**src/rtl/espsid_pkg.sv**
```systemverilog
// Shared definitions for the espSID return path.
//   - SID read-only register addresses swept by sid_readback.
//   - Sweep FSM state encoding.
//   - SPI mode of the MISO transmitter (mode 0: master samples on sclk rise).
package espsid_pkg;

    localparam logic [4:0] POTX = 5'h19;
    localparam logic [4:0] POTY = 5'h1A;
    localparam logic [4:0] OSC3 = 5'h1B;
    localparam logic [4:0] ENV3 = 5'h1C;

    localparam int SPI_MODE = 0;

    typedef enum logic [2:0] {
        IDLE,
        REQ,
        SETUP,
        ACCESS,
        DONE
    } sweep_state_t;

endpackage

```
**src/rtl/spi_tx_shift.sv**
```systemverilog
// SPI slave transmitter for the SID readback snapshot.
// Synchronises ss and sclk into the clk domain, detects their edges and
// shifts a parallel word out on miso, MSB first.
// Ports:
//   clk, rst   : CPLD clock, synchronous active-high reset
//   ss         : SPI slave select (active low), asynchronous to clk
//   sclk       : SPI clock, asynchronous to clk
//   load_data  : word captured into the shift register on ss fall
//   ss_rise    : one-clk pulse when the synchronised ss goes high
//   miso       : serial data out
//   miso_oe    : high while the (synchronised) ss is low
module spi_tx_shift
    import espsid_pkg::*;
#(
    parameter int SYNC_STAGES = 2,
    parameter int WIDTH       = 32
) (
    input  logic             clk,
    input  logic             rst,
    input  logic             ss,
    input  logic             sclk,
    input  logic [WIDTH-1:0] load_data,
    output logic             ss_rise,
    output logic             miso,
    output logic             miso_oe
);

    // Mode 0 master samples on the rising edge, so the slave moves to the
    // next bit on the falling edge.
    localparam bit SHIFT_ON_FALL = (SPI_MODE == 0);

    logic [SYNC_STAGES-1:0] ss_sync;
    logic [SYNC_STAGES-1:0] sclk_sync;
    logic                   ss_prev;
    logic                   sclk_prev;
    logic                   ss_s;
    logic                   sclk_s;
    logic                   ss_fall;
    logic                   sclk_fall;
    logic                   sclk_rise;
    logic                   shift_edge;
    logic [WIDTH-1:0]       shreg;

    assign ss_s       = ss_sync[SYNC_STAGES-1];
    assign sclk_s     = sclk_sync[SYNC_STAGES-1];
    assign ss_fall    = ss_prev & ~ss_s;
    assign ss_rise    = ~ss_prev & ss_s;
    assign sclk_fall  = sclk_prev & ~sclk_s;
    assign sclk_rise  = ~sclk_prev & sclk_s;
    assign shift_edge = SHIFT_ON_FALL ? sclk_fall : sclk_rise;

    // Synchronisers reset to the idle levels (ss high, sclk low) so leaving
    // reset never looks like a frame start or a clock edge.
    // NOTE: sequential state uses non-blocking assignments so every flop in
    // the chain samples the value from before this edge.
    always_ff @(posedge clk) begin
        if (rst) begin
            ss_sync   <= '1;
            sclk_sync <= '0;
            ss_prev   <= 1'b1;
            sclk_prev <= 1'b0;
        end else begin
            ss_sync   <= SYNC_STAGES'({ss_sync, ss});
            sclk_sync <= SYNC_STAGES'({sclk_sync, sclk});
            ss_prev   <= ss_s;
            sclk_prev <= sclk_s;
        end
    end

    // miso is the MSB of the shift register itself; clearing the register
    // on reset or ss rise forces miso low, and the zero fill makes every bit
    // after the last data bit read as 0.
    always_ff @(posedge clk) begin
        if (rst) begin
            shreg   <= '0;
            miso_oe <= 1'b0;
        end else if (ss_rise) begin
            shreg   <= '0;
            miso_oe <= 1'b0;
        end else if (ss_fall) begin
            shreg   <= load_data;
            miso_oe <= 1'b1;
        end else if (shift_edge && !ss_s) begin
            shreg   <= {shreg[WIDTH-2:0], 1'b0};
        end
    end

    assign miso = shreg[WIDTH-1];

endmodule

```
**src/rtl/sid_readback.sv**
```systemverilog
// SID -> ESP8266 return path.
// After every SPI frame (ss rise) this block requests the SID bus, runs one
// read cycle per register starting at FIRST_ADDR, and stores the bytes as a
// snapshot. The next SPI frame shifts that snapshot out on miso.
// Ports:
//   clk, rst     : 20 MHz CPLD clock, synchronous active-high reset
//   sid_clk      : 1 MHz phi2, generated in the clk domain
//   bus_req      : request for the SID addr/data/cs/rw lines
//   bus_gnt      : grant, held until bus_req drops
//   sid_addr     : SID register address during a read
//   sid_data_in  : SID data bus
//   sid_cs       : SID chip select, active low
//   sid_rw       : SID read/write, always 1 (read)
//   ss, sclk     : SPI slave select and clock (shared with spi_slave)
//   miso, miso_oe: SPI serial out and its output enable
//   snap_valid   : a sweep has completed since reset
module sid_readback
    import espsid_pkg::*;
#(
    parameter logic [4:0] FIRST_ADDR  = POTX,
    parameter int         NUM_REGS    = 4,
    parameter int         SYNC_STAGES = 2
) (
    input  logic       clk,
    input  logic       rst,
    input  logic       sid_clk,
    output logic       bus_req,
    input  logic       bus_gnt,
    output logic [4:0] sid_addr,
    input  logic [7:0] sid_data_in,
    output logic       sid_cs,
    output logic       sid_rw,
    input  logic       ss,
    input  logic       sclk,
    output logic       miso,
    output logic       miso_oe,
    output logic       snap_valid
);

    localparam int                SNAP_W   = 8 * NUM_REGS;
    localparam int                IDX_W    = (NUM_REGS > 1) ? $clog2(NUM_REGS) : 1;
    localparam logic [IDX_W-1:0]  LAST_IDX = IDX_W'(NUM_REGS - 1);

    sweep_state_t      state;
    sweep_state_t      state_n;
    logic [IDX_W-1:0]  idx;
    logic [IDX_W-1:0]  idx_n;
    logic              req_n;
    logic              cs_n;
    logic [4:0]        addr_n;
    logic              cap_we;
    logic              snap_load;
    logic              sid_prev;
    logic              sid_fall;
    logic              ss_rise;
    logic [7:0]        capture [NUM_REGS];
    logic [SNAP_W-1:0] capture_flat;
    logic [SNAP_W-1:0] snapshot;

    // This block only ever reads the SID.
    assign sid_rw   = 1'b1;
    assign sid_fall = sid_prev & ~sid_clk;

    // Next-state and registered-output logic for the sweep FSM.
    // NOTE: every signal gets a default before the case so no path leaves a
    // value unassigned, which would otherwise infer a latch.
    always_comb begin
        state_n   = state;
        idx_n     = idx;
        req_n     = bus_req;
        cs_n      = sid_cs;
        addr_n    = sid_addr;
        cap_we    = 1'b0;
        snap_load = 1'b0;
        case (state)
            IDLE: begin
                if (ss_rise) begin
                    state_n = REQ;
                    req_n   = 1'b1;
                end
            end
            REQ: begin
                if (bus_gnt) begin
                    state_n = SETUP;
                    idx_n   = '0;
                end
            end
            SETUP: begin
                // Address and cs change just after phi2 falls, so they are
                // stable through the whole following phi2 high phase.
                if (sid_fall) begin
                    addr_n  = FIRST_ADDR + 5'(idx);
                    cs_n    = 1'b0;
                    state_n = ACCESS;
                end
            end
            ACCESS: begin
                if (sid_fall) begin
                    cap_we = 1'b1;
                    cs_n   = 1'b1;
                    if (idx == LAST_IDX) begin
                        state_n = DONE;
                    end else begin
                        idx_n   = idx + 1'b1;
                        state_n = SETUP;
                    end
                end
            end
            DONE: begin
                snap_load = 1'b1;
                req_n     = 1'b0;
                state_n   = IDLE;
            end
            default: state_n = IDLE;
        endcase
    end

    always_ff @(posedge clk) begin
        if (rst) begin
            state      <= IDLE;
            idx        <= '0;
            bus_req    <= 1'b0;
            sid_cs     <= 1'b1;
            sid_addr   <= '0;
            sid_prev   <= 1'b0;
            snapshot   <= '0;
            snap_valid <= 1'b0;
        end else begin
            state    <= state_n;
            idx      <= idx_n;
            bus_req  <= req_n;
            sid_cs   <= cs_n;
            sid_addr <= addr_n;
            sid_prev <= sid_clk;
            if (snap_load) begin
                snapshot   <= capture_flat;
                snap_valid <= 1'b1;
            end
        end
    end

    // NOTE: the capture bytes carry no reset; a sweep writes every entry
    // before DONE copies them, and snapshot itself is reset to zero.
    always_ff @(posedge clk) begin
        if (cap_we) begin
            capture[idx] <= sid_data_in;
        end
    end

    // The byte read from FIRST_ADDR goes in the top byte so it leaves first.
    always_comb begin
        capture_flat = '0;
        for (int i = 0; i < NUM_REGS; i++) begin
            capture_flat[SNAP_W-1-8*i -: 8] = capture[i];
        end
    end

    spi_tx_shift #(
        .SYNC_STAGES (SYNC_STAGES),
        .WIDTH       (SNAP_W)
    ) u_tx (
        .clk       (clk),
        .rst       (rst),
        .ss        (ss),
        .sclk      (sclk),
        .load_data (snapshot),
        .ss_rise   (ss_rise),
        .miso      (miso),
        .miso_oe   (miso_oe)
    );

endmodule

```
**config.mk**
```make
export PLATFORM = sky130hd
export DESIGN_NAME = sid_readback
export DESIGN_NICKNAME = d
export VERILOG_FILES = /design/src/rtl/espsid_pkg.sv /design/src/rtl/spi_tx_shift.sv /design/src/rtl/sid_readback.sv
export SDC_FILE = /design/constraint.sdc
export NUM_CORES = 1
export LEC_CHECK = 0
export CORE_ASPECT_RATIO = 1.75
export CORE_MARGIN = 4
export CORE_UTILIZATION = 58
export DETAILED_ROUTE_END_ITERATION = 8
export PLACE_DENSITY_LB_ADDON = 0.05
export SETUP_SLACK_MARGIN = 0.3
export SYNTH_ARGS = -nofsm -noshare
export SYNTH_HDL_FRONTEND = slang
export SYNTH_SLANG_ARGS = --single-unit
```
**constraint.sdc**
```tcl
create_clock -name clk -period 1.7 [get_ports clk]
set_input_delay 0.425 -clock clk [delete_from_list [all_inputs] [get_ports clk]]
set_output_delay 0.425 -clock clk [all_outputs]
set_load 0.1 [all_outputs]
```
==> impl_metrics.prom, run 1 <==
# TYPE chip_impl_metric gauge
chip_impl_info{name="timing.critical_path.to",value="sid_addr[4]"} 1
chip_impl_metric{name="synthesis_to_finish_area_growth",unit="%"} 26.1
chip_impl_info{name="run_status",value="complete, no violations"} 1
chip_impl_info{name="worst_setup_path_start_kind",value="flip-flop"} 1
chip_impl_info{name="cpLargestDelayFamily",value="flip-flops"} 1
chip_impl_metric{name="syn_area",unit="um2"} 4290
chip_impl_metric{name="setup-violations-final",unit=""} 0
chip_impl_metric{name="htreeDepth",unit=""} 4
chip_impl_info{name="synth_top_family_by_area",value="simple AND/OR/NAND/NOR gates"} 1
chip_impl_metric{name="number_of_routed_nets_with_antenna_violations",unit=""} 0
chip_impl_metric{name="synth.net_count",unit=""} 422
chip_impl_metric{name="worst_r2r_path_depth",unit=""} 4
chip_impl_metric{name="cpPeakStageDelay",unit="ns"} 0.37
chip_impl_metric{name="synthAdderAreaFrac",unit="%"} 1.17
chip_impl_metric{name="first_global_vias",unit=""} 2874
chip_impl_metric{name="die_width",unit="um"} 73.0
chip_impl_metric{name="yosys.area_share.xor_xnor",unit="%"} 0
chip_impl_info{name="worstSetupEndpointType",value="output pin"} 1
chip_impl_metric{name="final_clock_skew",unit="ns"} 0.00474
chip_impl_metric{name="core_region_area",unit="um2"} 7180
chip_impl_metric{name="power.total",unit="mW"} 6.25
chip_impl_metric{name="synth_compound_gate_area_share",unit="%"} 11.6
chip_impl_metric{name="postSynthRegisterBits",unit=""} 116
chip_impl_info{name="timing.setup.critical_path_class",value="flip-flop to output pin"} 1
chip_impl_metric{name="worst-path-max-fanout",unit=""} 3
chip_impl_metric{name="min_period",unit="ns"} 1.37
chip_impl_metric{name="syn_inst",unit=""} 404
chip_impl_metric{name="clock-sinks",unit=""} 116
chip_impl_metric{name="clk_pin_slew_worst_paths",unit="ns"} 0.05
chip_impl_metric{name="die_y",unit="um"} 122
chip_impl_metric{name="synth_top_area_share",unit="%"} 39.2
chip_impl_metric{name="final_nets",unit=""} 454
chip_impl_info{name="synth.cells.most_frequent",value="84 x sky130_fd_sc_hd__dfxtp_1, 67 x sky130_fd_sc_hd__nand2_1, 43 x sky130_fd_sc_hd__nor2_1"} 1
chip_impl_info{name="synthDominantAreaCellType",value="sky130_fd_sc_hd__dfxtp_1"} 1
chip_impl_metric{name="fin_setup_tns",unit="ns"} 0
chip_impl_metric{name="power_report.internal_total",unit="mW"} 4.98
chip_impl_metric{name="placementRows",unit=""} 41
chip_impl_info{name="holdCritPathClass",value="flip-flop to flip-flop"} 1
chip_impl_metric{name="yosysWarningCount",unit=""} 0
chip_impl_metric{name="required_time_of_the_critical_path",unit="ns"} 1.27
chip_impl_metric{name="hold_slack",unit="ns"} 0.408
chip_impl_metric{name="starting_density",unit="%"} 59.7
chip_impl_metric{name="synth_seq_area_share",unit="%"} 61.7
chip_impl_metric{name="design.die.area",unit="um2"} 8880
chip_impl_metric{name="layout-drive-gt1-share",unit="%"} 17.1
chip_impl_metric{name="post-route-util",unit="%"} 75.3
chip_impl_metric{name="count_of_different_cell_masters_after_synthesis",unit=""} 37
chip_impl_info{name="ys_dominant_reg_cell",value="sky130_fd_sc_hd__dfxtp_1"} 1
chip_impl_metric{name="grt_start_max_net_pins",unit=""} 64
chip_impl_info{name="regToRegStartpoint",value="state[0]$_SDFFE_PP0P_"} 1
chip_impl_metric{name="proportion_of_register_bits_with_asynchronous_set_or_reset_after_synthesis",unit="%"} 0
chip_impl_info{name="clock_tree_from_tritoncts",value="built"} 1
chip_impl_metric{name="yosys-mux-area-fraction",unit="%"} 7.94
chip_impl_metric{name="timing_hold_violations_final",unit=""} 0
chip_impl_metric{name="critical_path_depth_in_cells",unit=""} 1
chip_impl_metric{name="combined_area_of_the_multi_input_logic_cells",unit="um2"} 1540
chip_impl_metric{name="numPortBuffers",unit=""} 23
chip_impl_metric{name="worst-r2r-setup-slack",unit="ns"} 0.34
chip_impl_metric{name="synth_simple_gate_area_share",unit="%"} 13.9
chip_impl_metric{name="global_route_wire_length_before_repair",unit="um"} 13300
chip_impl_metric{name="ctsLongestPathBuffers",unit=""} 2
chip_impl_metric{name="power_density",unit="nW/um2"} 1160
chip_impl_metric{name="max_fclk",unit="MHz"} 728
chip_impl_metric{name="power.share.switching",unit="%"} 20.4
chip_impl_metric{name="grt.overflow.total",unit=""} 0
chip_impl_metric{name="layout.filler_cells",unit=""} 513
chip_impl_metric{name="synth-edff-count",unit=""} 32
chip_impl_info{name="yosys.cell_count.top_type",value="sky130_fd_sc_hd__dfxtp_1"} 1
chip_impl_metric{name="p_leak",unit="nW"} 1.88
chip_impl_metric{name="arrival",unit="ns"} 0.95
chip_impl_info{name="rsz0062_at_grt",value="true"} 1
chip_impl_metric{name="finalWeightedCongestion",unit=""} 0.754
chip_impl_metric{name="portion_of_total_power_attributed_to_combinational_logic",unit="%"} 4.8
chip_impl_metric{name="dp.final_hpwl",unit="um"} 5270
chip_impl_metric{name="drtPass1Iterations",unit=""} 4
chip_impl_metric{name="totalWireLength",unit="um"} 8380
chip_impl_metric{name="wl_per_cell",unit="um"} 15.7
chip_impl_metric{name="post_synth.cell_area_avg",unit="um2"} 10.6
chip_impl_info{name="worst_setup_path_startpoint",value="sid_addr[3]$_SDFFE_PP0P_"} 1
chip_impl_metric{name="register_cell_area_after_layout",unit="um2"} 2660
chip_impl_metric{name="power.share.sequential",unit="%"} 46.7
chip_impl_metric{name="worst-path-buf-inv",unit=""} 1
chip_impl_metric{name="netSwitchingPower",unit="mW"} 1.28
chip_impl_info{name="r2r-end",value="state[1]$_SDFFE_PP0P_"} 1
chip_impl_metric{name="dr.first_iter.drc_count",unit=""} 163
chip_impl_metric{name="final.period_utilization",unit="%"} 80.8
chip_impl_metric{name="pwr-share-clk",unit="%"} 48.5
chip_impl_metric{name="grt_usage",unit="%"} 19.9
chip_impl_metric{name="clock_latency",unit="ns"} 0.40
chip_impl_metric{name="post_drt_via_cell_ratio",unit=""} 5.43
chip_impl_metric{name="routed-via-count",unit=""} 2906
chip_impl_metric{name="numCtsBuffers",unit=""} 17
chip_impl_metric{name="drc",unit=""} 0
chip_impl_metric{name="maxCapViolCount",unit=""} 0
chip_impl_info{name="synth_top_cells_by_area",value="sky130_fd_sc_hd__dfxtp_1 39%, sky130_fd_sc_hd__edfxtp_1 22%, sky130_fd_sc_hd__mux2i_1 7.9%"} 1
chip_impl_metric{name="slew_violations",unit=""} 0
chip_impl_metric{name="antennaDiodeCount",unit=""} 0
chip_impl_info{name="clockRootBuffer",value="sky130_fd_sc_hd__clkbuf_16"} 1
chip_impl_metric{name="number_of_antenna_violations_at_the_first_check_in_global_routing",unit=""} 0
chip_impl_info{name="crit_path_cell_trace",value="buf_12"} 1
chip_impl_metric{name="boundaryPins",unit=""} 25
chip_impl_info{name="worst_path_max_delay_cell",value="sky130_fd_sc_hd__dfxtp_4"} 1
chip_impl_metric{name="vdd_ir_drop_max",unit="V"} 0.00102
-- worst min path at each step --
stage | startpoint | end | slack, ns | cells past startpoint
final | u_tx.ss_sync[0]$_SDFF_PP1_ | u_tx.ss_sync[1]$_SDFF_PP1_ | 0.41 | 1
after global placement | u_tx.ss_sync[0]$_SDFF_PP1_ | u_tx.ss_sync[1]$_SDFF_PP1_ | 0.39 | 1
after detailed placement | u_tx.ss_sync[0]$_SDFF_PP1_ | u_tx.ss_sync[1]$_SDFF_PP1_ | 0.40 | 1
after floorplan | u_tx.ss_sync[0]$_SDFF_PP1_ | u_tx.ss_sync[1]$_SDFF_PP1_ | 0.39 | 1
after global routing | u_tx.ss_sync[0]$_SDFF_PP1_ | u_tx.ss_sync[1]$_SDFF_PP1_ | 0.42 | 1
after CTS | sid_clk | sid_prev$_SDFF_PP0_ | 0.40 | 3
-- routing by layer --
metal | share of wire (%) | vias to the layer above | GRT usage, %
met5 | 0 | - | 0
met4 | 1.6 | 0 | 8.66
met3 | 4.2 | 14 | 6.11
met2 | 54 | 50 | 33.7
met1 | 40 | 1378 | 22.7
li1 | - | 1464 | -
-- power groups by stage --
stage / combinational (mW) / clock [mW] / sequential [mW]
after floorplan: 0.158 / 0 / 2.98
after global placement: 0.275 / 0 / 2.97
after detailed placement: 0.280 / 0 / 2.97
after CTS: 0.280 / 3.09 / 2.92
after global routing: 0.328 / 3.22 / 2.92
final: 0.302 / 3.03 / 2.92
-- layout make-up --
type	count	share of cell area, %
timing repair buffer	42	10.6
sequential	116	49.2
inverter	5	0.347
tap	86	1.99
clock buffer	22	8.22
clock inverter	10	1.23
multi-input combinational	254	28.4
-- sequential cells by signal, summed over array words and instances, names as in the netlist --
register,flops
sid_cs,1
bus_req,1
u_tx.ss_prev,1
u_tx.sclk_prev,1
state,3
sid_prev,1
snapshot,32
idx,2
u_tx.ss_sync,2
capture,32
u_tx.sclk_sync,2
snap_valid,1
u_tx.shreg,32
sid_addr,4
u_tx.miso_oe,1
-- stage by stage --
step,setup WS [ns],cell area (um2),std cells
after CTS,0.300,5280,529
after global routing,0.274,5410,535
after detailed placement,-0.208,4750,497
final,0.327,5410,535
after global placement,-0.213,4750,497
after floorplan,0.275,4310,404
-- placed cells by master (no fill, tap or decap), types with 2 or more instances in the layout --
cell                               n
sky130_fd_sc_hd__dfxtp_1          73
sky130_fd_sc_hd__nand2_1          67
sky130_fd_sc_hd__nor2_1           41
sky130_fd_sc_hd__a21oi_1          36
sky130_fd_sc_hd__mux2i_1          34
sky130_fd_sc_hd__edfxtp_1         32
sky130_fd_sc_hd__a211oi_1         31
sky130_fd_sc_hd__clkbuf_16        19
sky130_fd_sc_hd__buf_12           15
sky130_fd_sc_hd__clkdlybuf4s50_1  11
sky130_fd_sc_hd__dfxtp_2          10
sky130_fd_sc_hd__buf_4            10
sky130_fd_sc_hd__clkinv_1          7
sky130_fd_sc_hd__inv_1             5
sky130_fd_sc_hd__nand2b_1          5
sky130_fd_sc_hd__clkbuf_1          5
sky130_fd_sc_hd__nor2b_1           4
sky130_fd_sc_hd__and2_4            3
sky130_fd_sc_hd__or2_2             3
sky130_fd_sc_hd__ha_1              3
sky130_fd_sc_hd__nor2_4            2
sky130_fd_sc_hd__o21ai_0           2
sky130_fd_sc_hd__nor3_1            2
sky130_fd_sc_hd__clkinv_2          2
sky130_fd_sc_hd__buf_6             2
-- what timing repair did --
| item | 4_1_cts | 5_1_grt |
|---|---|---|
| setup endpoints to repair | 43 | 83 |
| gates cloned | 0 | 2 |
| setup buffers | 0 | 4 |
| hold buffers | 0 | 0 |
| pin swaps | 1 | 2 |
| resized for setup | 11 | 12 |
-- cell families (layout without fill, tap and decap cells) --
logic type | after synthesis | count (layout)
multiplexers | 34 | 34
other | 1 | 1
AND/OR/NAND/NOR | 137 | 137
AO/OA/AOI/OAI | 78 | 78
flip-flops | 116 | 116
adder cells (fa/ha/maj) | 4 | 4
buffers and inverters | 34 | 79
No activity file was read; power rests on OpenSTA's default activity.
==> run 2: changes to the inputs <==
CORE_UTILIZATION = 53   (was 58)
clock period = 1.2 ns   (was 1.7 ns; I/O delays follow)
==> impl_metrics.prom, run 2 (synthesis results as in run 1) <==
# TYPE chip_impl_metric gauge
chip_impl_info{name="run_status",value="finished with violations"} 1
chip_impl_metric{name="power.total",unit="mW"} 10.2
chip_impl_metric{name="clock-sinks",unit=""} 116
chip_impl_metric{name="grt_start_max_net_pins",unit=""} 34
chip_impl_info{name="most_common_cell_after_layout_fill_and_taps_aside",value="sky130_fd_sc_hd__dfxtp_1"} 1
chip_impl_metric{name="final.setup.worst_slack",unit="ns"} -0.186
chip_impl_info{name="clockRootBuffer",value="sky130_fd_sc_hd__clkbuf_16"} 1
chip_impl_metric{name="max_fclk",unit="MHz"} 722
chip_impl_metric{name="routed-via-count",unit=""} 3398
chip_impl_metric{name="required_time_of_the_critical_path",unit="ns"} 1.53
chip_impl_metric{name="arrival",unit="ns"} 1.71
chip_impl_metric{name="slew_violations",unit=""} 0
chip_impl_metric{name="final_clock_skew",unit="ns"} 0.00706
chip_impl_metric{name="boundaryPins",unit=""} 25
chip_impl_info{name="violated_checks",value="setup timing"} 1
chip_impl_metric{name="timing_hold_violations_final",unit=""} 0
chip_impl_metric{name="layout-drive-gt1-share",unit="%"} 54.8
chip_impl_metric{name="htreeDepth",unit=""} 4
chip_impl_metric{name="grt_usage",unit="%"} 21.7
chip_impl_metric{name="clock_latency",unit="ns"} 0.41
chip_impl_info{name="holdCritPathClass",value="primary input to flip-flop"} 1
chip_impl_metric{name="worst-path-max-fanout",unit=""} 8
chip_impl_metric{name="number_of_antenna_violations_at_the_first_check_in_global_routing",unit=""} 0
chip_impl_metric{name="maxCapViolCount",unit=""} 0
chip_impl_metric{name="totalWireLength",unit="um"} 12900
chip_impl_metric{name="synthesis_to_finish_area_growth",unit="%"} 60.8
chip_impl_metric{name="core_region_area",unit="um2"} 7910
chip_impl_metric{name="vdd_ir_drop_max",unit="V"} 0.00109
chip_impl_metric{name="drtPass1Iterations",unit=""} 4
chip_impl_metric{name="first_global_vias",unit=""} 3320
chip_impl_info{name="reg_top3",value="capture (32), snapshot (32), u_tx.shreg (32)"} 1
chip_impl_metric{name="dr.first_iter.drc_count",unit=""} 284
chip_impl_info{name="rsz0062_at_grt",value="true"} 1
chip_impl_metric{name="design.die.area",unit="um2"} 9650
chip_impl_metric{name="setup-violations-final",unit=""} 114
chip_impl_metric{name="layout.filler_cells",unit=""} 357
chip_impl_metric{name="antennaDiodeCount",unit=""} 0
chip_impl_metric{name="fin_setup_tns",unit="ns"} -8.46
chip_impl_info{name="timing.setup.critical_path_class",value="flip-flop to flip-flop"} 1
chip_impl_info{name="worst_setup_path_start_kind",value="flip-flop"} 1
chip_impl_metric{name="dp.final_hpwl",unit="um"} 5630
chip_impl_info{name="clock_tree_from_tritoncts",value="built"} 1
chip_impl_metric{name="min_period",unit="ns"} 1.39
chip_impl_metric{name="numPortBuffers",unit=""} 23
chip_impl_metric{name="global_route_wire_length_before_repair",unit="um"} 16400
chip_impl_metric{name="clk_pin_slew_worst_paths",unit="ns"} 0.05
chip_impl_metric{name="dp_slack",unit="ns"} -0.615
chip_impl_metric{name="post_drt_via_cell_ratio",unit=""} 5.83
chip_impl_metric{name="starting_density",unit="%"} 54.2
chip_impl_info{name="worstSetupEndpointType",value="flip-flop"} 1
chip_impl_metric{name="number_of_routed_nets_with_antenna_violations",unit=""} 0
chip_impl_metric{name="finalWeightedCongestion",unit=""} 0.753
chip_impl_metric{name="numCtsBuffers",unit=""} 17
chip_impl_info{name="most_frequent_cells_in_the_layout",value="66 x sky130_fd_sc_hd__dfxtp_1, 44 x sky130_fd_sc_hd__nand2_1, 32 x sky130_fd_sc_hd__edfxtp_1"} 1
chip_impl_metric{name="die_y",unit="um"} 127
chip_impl_metric{name="power_density",unit="nW/um2"} 1480
chip_impl_metric{name="ctsHoldBuffers",unit=""} 0
chip_impl_metric{name="placementRows",unit=""} 43
chip_impl_metric{name="p_leak",unit="nW"} 2.50
chip_impl_metric{name="ctsLongestPathBuffers",unit=""} 2
chip_impl_metric{name="die_width",unit="um"} 76.0
chip_impl_metric{name="grt.overflow.total",unit=""} 0
chip_impl_metric{name="wl_per_cell",unit="um"} 22.1
chip_impl_metric{name="drc",unit=""} 0
chip_impl_metric{name="final_nets",unit=""} 498
chip_impl_metric{name="final.period_utilization",unit="%"} 115
chip_impl_metric{name="post-route-util",unit="%"} 87.1
[run 2: changes by cell type in the layout (fill, tap and decap cells not counted), moves of 14 or more]
cell,change
sky130_fd_sc_hd__nand2_1,-23
sky130_fd_sc_hd__a21oi_2,+25
sky130_fd_sc_hd__a211oi_2,+28
sky130_fd_sc_hd__a21oi_1,-25
sky130_fd_sc_hd__nor2_2,+15
sky130_fd_sc_hd__buf_4,+16
sky130_fd_sc_hd__nor2_1,-26
sky130_fd_sc_hd__a211oi_1,-28
sky130_fd_sc_hd__nand2_4,+14
sky130_fd_sc_hd__mux2i_1,-22
sky130_fd_sc_hd__mux2i_2,+16
[run 2: path summary, 6_finish.rpt]
path	start	slack, ns	cells after the start	endpoint
hold reg to reg	u_tx.ss_sync[0]$_SDFF_PP1_	0.44	1	u_tx.ss_sync[1]$_SDFF_PP1_
setup reg to reg	state[1]$_SDFFE_PP0P_	-0.19	7	snapshot[7]$_SDFFE_PP0P_
setup / recovery	state[1]$_SDFFE_PP0P_	-0.19	7	snapshot[7]$_SDFFE_PP0P_
hold / removal	rst	0.17	2	sid_prev$_SDFF_PP0_
[run 2: critical path, cell delays in order, from the launching register on]
cell and delay [ns]:
sky130_fd_sc_hd__dfxtp_2 0.34, sky130_fd_sc_hd__buf_6 0.13, sky130_fd_sc_hd__nor2_4 0.11, sky130_fd_sc_hd__and2_4 0.22, sky130_fd_sc_hd__buf_12 0.13, sky130_fd_sc_hd__clkbuf_16 0.14
sky130_fd_sc_hd__nand2_1 0.08, sky130_fd_sc_hd__a21oi_1 0.16
[run 2: timing repair]
action                     4_1_cts  5_1_grt
pin swaps                       26       58
gates resized for setup         62      135
setup endpoints to repair      119      119
gates cloned                     4        9
setup buffers                    9       13
[run 2: where the power goes]
| group | total, mW | internal [mW] | switching [mW] |
|---|---|---|---|
| sequential | 4.13 | 4.07 | 0.0645 |
| clock | 5.38 | 3.61 | 1.77 |
| combinational | 0.708 | 0.339 | 0.369 |
[run 2: routing by layer]
layer / track usage [%] / vias to the layer above / wire, um
met3: 5.75 / 35 / 479
li1: - / 1558 / -
met5: 0 / - / 0
met2: 39.5 / 102 / 7260
met1: 22.6 / 1703 / 4720
met4: 10.6 / 0 / 452
[run 2: through the flow]
step | std cells | instance area, um2 | hold WS, ns
after floorplan | 404 | 4510 | 0.399
after global placement | 516 | 4980 | 0.412
after detailed placement | 516 | 4980 | 0.422
after CTS | 561 | 6000 | 0.168
after global routing | 583 | 6890 | 0.182
final | 583 | 6890 | 0.171
[run 2: area by class of cell]
cell class | count | area, um2 | area share, %
Clock inverter | 12 | 156 | 2.27
Timing Repair Buffer | 86 | 1210 | 17.6
Clock buffer | 20 | 468 | 6.79
Multi-Input combinational cell | 254 | 2230 | 32.4
Sequential cell | 116 | 2690 | 39.1
Tap cell | 90 | 113 | 1.63
Inverter | 5 | 21.3 | 0.309
